$ cat config.mk
export PLATFORM = sky130hd
export DESIGN_NAME = output_port_allocator
export DESIGN_NICKNAME = d
export VERILOG_FILES = /design/src/rtl/output_port_allocator.sv
export SDC_FILE = /design/constraint.sdc
export NUM_CORES = 1
export LEC_CHECK = 0
export CORE_MARGIN = 5
export CORE_UTILIZATION = 39
export DETAILED_ROUTE_END_ITERATION = 10
export GPL_TIMING_DRIVEN = 1
export PLACE_DENSITY = 0.73
export SLEW_MARGIN = 10
export SYNTH_ARGS = -nofsm -noshare
export SYNTH_HDL_FRONTEND = slang
export SYNTH_SLANG_ARGS = --single-unit
$ cat constraint.sdc
create_clock -name clk -period 2.8 [get_ports clk]
set_input_delay 0.56 -clock clk [delete_from_list [all_inputs] [get_ports clk]]
set_output_delay 0.56 -clock clk [all_outputs]
set_load 0.005 [all_outputs]
$ cat src/rtl/output_port_allocator.sv
// Round-robin route allocator for one switch output port: grants the output to one
// eligible input at a time and holds the grant until that owner relieves it.
module output_port_allocator #(
    parameter int N             = 4,
    parameter int REQUEST_WIDTH = 2,
    parameter int PORT_ID       = 0,
    parameter int COUNT_WIDTH   = 16
) (
    input  logic                       clk,
    input  logic                       rst,
    input  logic [N-1:0]               routeReserveRequestValid,
    input  logic [N*REQUEST_WIDTH-1:0] routeReserveRequest,
    input  logic [N-1:0]               routeRelieve,
    output logic [N-1:0]               routeReserveStatus,
    output logic [$clog2(N)-1:0]       crossbarSelect,
    output logic                       outputLocked,
    output logic [COUNT_WIDTH-1:0]     grantCount
);

    localparam int SEL_W = $clog2(N);

    typedef enum logic {
        FREE   = 1'b0,
        LOCKED = 1'b1
    } state_t;

    state_t                 r_state;
    logic [N-1:0]           r_status;
    logic [SEL_W-1:0]       r_sel;
    logic                   r_locked;
    logic [COUNT_WIDTH-1:0] r_count;
    logic [SEL_W-1:0]       r_ptr;

    logic [N-1:0]           w_elig;
    logic [N-1:0]           w_cand;
    logic [SEL_W-1:0]       w_idx;
    logic [SEL_W-1:0]       w_win;
    logic                   w_found;
    logic                   w_owner_relieve;

    function automatic logic [SEL_W-1:0] next_ptr(input logic [SEL_W-1:0] win);
        if (int'(win) == N - 1) return '0;
        return win + 1'b1;
    endfunction

    function automatic logic [COUNT_WIDTH-1:0] sat_inc(input logic [COUNT_WIDTH-1:0] c);
        if (&c) return c;
        return c + 1'b1;
    endfunction

    always_comb begin
        for (int i = 0; i < N; i++) begin
            w_elig[i] = routeReserveRequestValid[i] &&
                        (routeReserveRequest[i*REQUEST_WIDTH +: REQUEST_WIDTH] ==
                         REQUEST_WIDTH'(PORT_ID));
        end
    end

    // The relieving owner may not win the same-cycle re-grant.
    always_comb begin
        w_cand = w_elig;
        if (r_state == LOCKED) w_cand[r_sel] = 1'b0;
    end

    always_comb begin
        w_found = 1'b0;
        w_win   = '0;
        w_idx   = '0;
        for (int k = 0; k < N; k++) begin
            w_idx = SEL_W'((int'(r_ptr) + k) % N);
            if (!w_found && w_cand[w_idx]) begin
                w_found = 1'b1;
                w_win   = w_idx;
            end
        end
    end

    assign w_owner_relieve = (r_state == LOCKED) && routeRelieve[r_sel];

    always_ff @(posedge clk or posedge rst) begin
        if (rst) begin
            r_state  <= FREE;
            r_status <= '0;
            r_sel    <= '0;
            r_locked <= 1'b0;
            r_count  <= '0;
            r_ptr    <= '0;
        end else begin
            case (r_state)
                FREE: begin
                    if (w_found) begin
                        r_state  <= LOCKED;
                        r_status <= N'(1) << w_win;
                        r_sel    <= w_win;
                        r_locked <= 1'b1;
                        r_count  <= sat_inc(r_count);
                        r_ptr    <= next_ptr(w_win);
                    end
                end
                LOCKED: begin
                    if (w_owner_relieve) begin
                        if (w_found) begin
                            r_status <= N'(1) << w_win;
                            r_sel    <= w_win;
                            r_count  <= sat_inc(r_count);
                            r_ptr    <= next_ptr(w_win);
                        end else begin
                            r_state  <= FREE;
                            r_status <= '0;
                            r_locked <= 1'b0;
                        end
                    end
                end
                default: r_state <= FREE;
            endcase
        end
    end

    assign routeReserveStatus = r_status;
    assign crossbarSelect     = r_sel;
    assign outputLocked       = r_locked;
    assign grantCount         = r_count;

endmodule
==> impl_metrics.py <==
metrics = {
    "grt": {
        "grt_overflow_total": 0,
        "grt_usage": 0.156,
        "antenna_found_initial": 0,
        "grt_max_degree": 27,
        "grt_pass1_vias": 1500,
        "grt_pass1_wl_um": 6660,
    },
    "worst_setup_path": {
        "crit_fanout": 4,
        "cp_data_required_time_ns": 3.01,
        "crit_path_start_kind": "input port",
        "critPathArrivalTime_ns": 2.93,
        "worstSetupPathType": "input port to flip-flop",
        "cp-end-kind": "flip-flop",
    },
    "cts": {
        "cts_root_buf": "clkbuf_8",
        "htreeDepth": 1,
        "cts_hold_buf": 0,
        "clockBufferDepth": 2,
        "cts_sinks": 26,
        "cts_tree": "yes",
        "cts_buffers": 3,
        "cts.clk_slew.worst_paths_ns": 0.09,
        "insertion_delay_ns": 0.27,
    },
    "yosys": {
        "yosysTopAreaCellShare": 0.422,
        "synth_cell_types": 44,
        "syn-cell-area_um2": 1540,
        "ys_seq_area_frac": 0.422,
        "yosys-top-cells-area": "dfrtp_1, xor2_1, ha_1, nor4_1, a22o_1",
        "synth-seq-cells": 26,
        "synth_warnings": 0,
        "synthesis.nets": 172,
        "syn_avg_cell_area_um2": 10.5,
        "synth_top_area_cell": "dfrtp_1",
        "synthCells": 147,
        "synth_edf_count": 0,
        "synth_top_flop_cell": "dfrtp_1",
        "async_reset_ff_frac": 1.00,
    },
    "route": {
        "drt_iter0_drc": 59,
        "route.vias.total": 1357,
        "wl_per_cell_um": 15.7,
        "drc": 0,
        "dr.pass1.iters": 4,
        "drt_wl_total_um": 3930,
        "via_per_inst": 5.41,
        "ant_nets": 0,
    },
    "finish": {
        "n_antenna_cell": 0,
        "most-common-layout-cells": "clkdlybuf4s50_1, dfrtp_1, buf_4, xor2_1, nand2_1",
        "area_delta_synth_final_pct": 43.8,
        "layout_commonest_cell": "clkdlybuf4s50_1",
        "nFillCells": 320,
        "fin_cells": 251,
        "drive_gt1_frac": 0.187,
        "fin_nets": 229,
    },
    "sta": {
        "period_needed_ns": 2.72,
        "tightest_slew_ns": 0.781,
        "hold_violations": 0,
        "setup_slack_ns": 0.0804,
        "maxSlewHeadroom": 0.478,
        "fmax_mhz": 368,
        "setup_viol": 0,
        "slew_viol_final": 0,
        "holdWs_ns": 0.512,
        "fin_crit_sh": 0.971,
        "final.setup_skew_ns": 0.00389,
        "finalSetupTns_ns": 0,
    },
    "placement": {
        "gp_congestion": 0.783,
        "dp.cells": 247,
        "dp.final_hpwl_um": 2950,
        "pre_cts_ws_ns": -0.311,
        "port-buffer-count": 40,
    },
    "floorplanning": {
        "dieArea_um2": 5310,
        "ios": 41,
        "die-width_um": 72.8,
        "start_util": 0.411,
        "chipHeight_um": 72.8,
        "rows": 22,
        "core_um2": 3740,
    },
    "power_and_ir_drop": {
        "powerDensity_nw_per_um2": 800,
        "vdd_drop_max_v": 0.000449,
        "power_leakage_nw": 0.995,
    },
    "hold_path": {
        "worstHoldPathType": "flip-flop to flip-flop",
    },
    "status": {
        "status": "completed",
    },
    "flow_run": {
        "drv_cap": 0,
    },
}
[registers in the layout, indices dropped and copies added (netlist names)]
| signal | cells |
|---|---|
| grantCount | 16 |
| routeReserveStatus | 4 |
| crossbarSelect | 2 |
| r_ptr | 2 |
| outputLocked | 1 |
| r_state | 1 |
[final timing paths]
check / start / endpoint / slack, ns / depth (start not counted)
max in group asynchronous: rst / crossbarSelect[1] / 1.91 / 3
min reg2reg: outputLocked / outputLocked / 0.51 / 1
min in group asynchronous: rst / crossbarSelect[0] / 0.64 / 3
max: routeReserveRequestValid[2] / grantCount[12] / 0.08 / 9
min: outputLocked / outputLocked / 0.51 / 1
max reg2reg: r_state / grantCount[1] / 0.22 / 6
[critical path: stages]
cell and delay [ns]:
clkdlybuf4s50_1 0.45, or3b_2 0.48, o22ai_2 0.14, nor2_2 0.07
ha_1 0.21, nand2b_1 0.17, or3b_4 0.43, nor4_4 0.25
xor2_1 0.16
[per-layer routing]
layer | part of all wire | global-route usage | vias up | routed length (um)
met3 | 0.053 | 0.0303 | 9 | 207
met4 | 0.019 | 0.0574 | 0 | 74
li1 | - | - | 656 | -
met1 | 0.43 | 0.184 | 651 | 1680
met2 | 0.50 | 0.280 | 41 | 1970
met5 | 0 | 0 | - | 0
[cell families after synthesis]
kind of cell             share of synthesized area
flip-flops                                   0.422
multiplexers                                0.0512
buffers and inverters                       0.0227
AO/OA/AOI/OAI                               0.0886
AND/OR/NAND/NOR                              0.273
XOR/XNOR                                    0.0853
adder cells (fa/ha/maj)                     0.0569
[synthesized netlist by cell type, types with 2 or more instances]
cell and number:
and3_1 2, nand3_1 8, nand2_1 9, xor2_1 14, nor2_1 5, nor3_1 4, a21oi_1 2, inv_1 4
or3_1 4, o21ai_0 2, nand2b_1 2, ha_1 7, nor4_1 10, and3b_1 2, nand3b_1 3, dfrtp_1 26
a22o_1 6, mux2i_1 3, mux2_2 3, nand4_1 3, or2_2 2, and2_1 2, or3b_1 3
[final cells by class]
type	count	area (um^2)	area share
well taps	48	60.1	0.0271
repair buffers	55	513	0.232
multi-input cells	114	905	0.408
clock inverters	1	30.0	0.0136
inverters	4	15.0	0.00678
flip-flops and latches	26	651	0.294
clock buffers	3	41.3	0.0186
[what timing repair did]
action	4_1_cts	5_1_grt
pin swaps	0	1
gates resized for setup	2	6
endpoints found under the setup margin	2	5
setup buffers	0	0
[stage by stage]
stage	instance area (um^2)	power (mW)	util
2_1_floorplan	1540	1.06	-
3_3_place_gp	2090	1.41	0.559
3_5_place_dp	2090	1.44	0.559
4_1_cts	2180	1.77	0.582
5_1_grt	2210	1.89	0.592
6_report	2210	1.77	0.592
[report_power, final]
part,leakage [nW],switching (mW),internal [mW]
sequential,0.338,0.149,0.479
combinational,0.621,0.372,0.458
clock,0.0357,0.124,0.191
total,0.995,0.645,1.13
No activity file was read; power rests on OpenSTA's default activity.
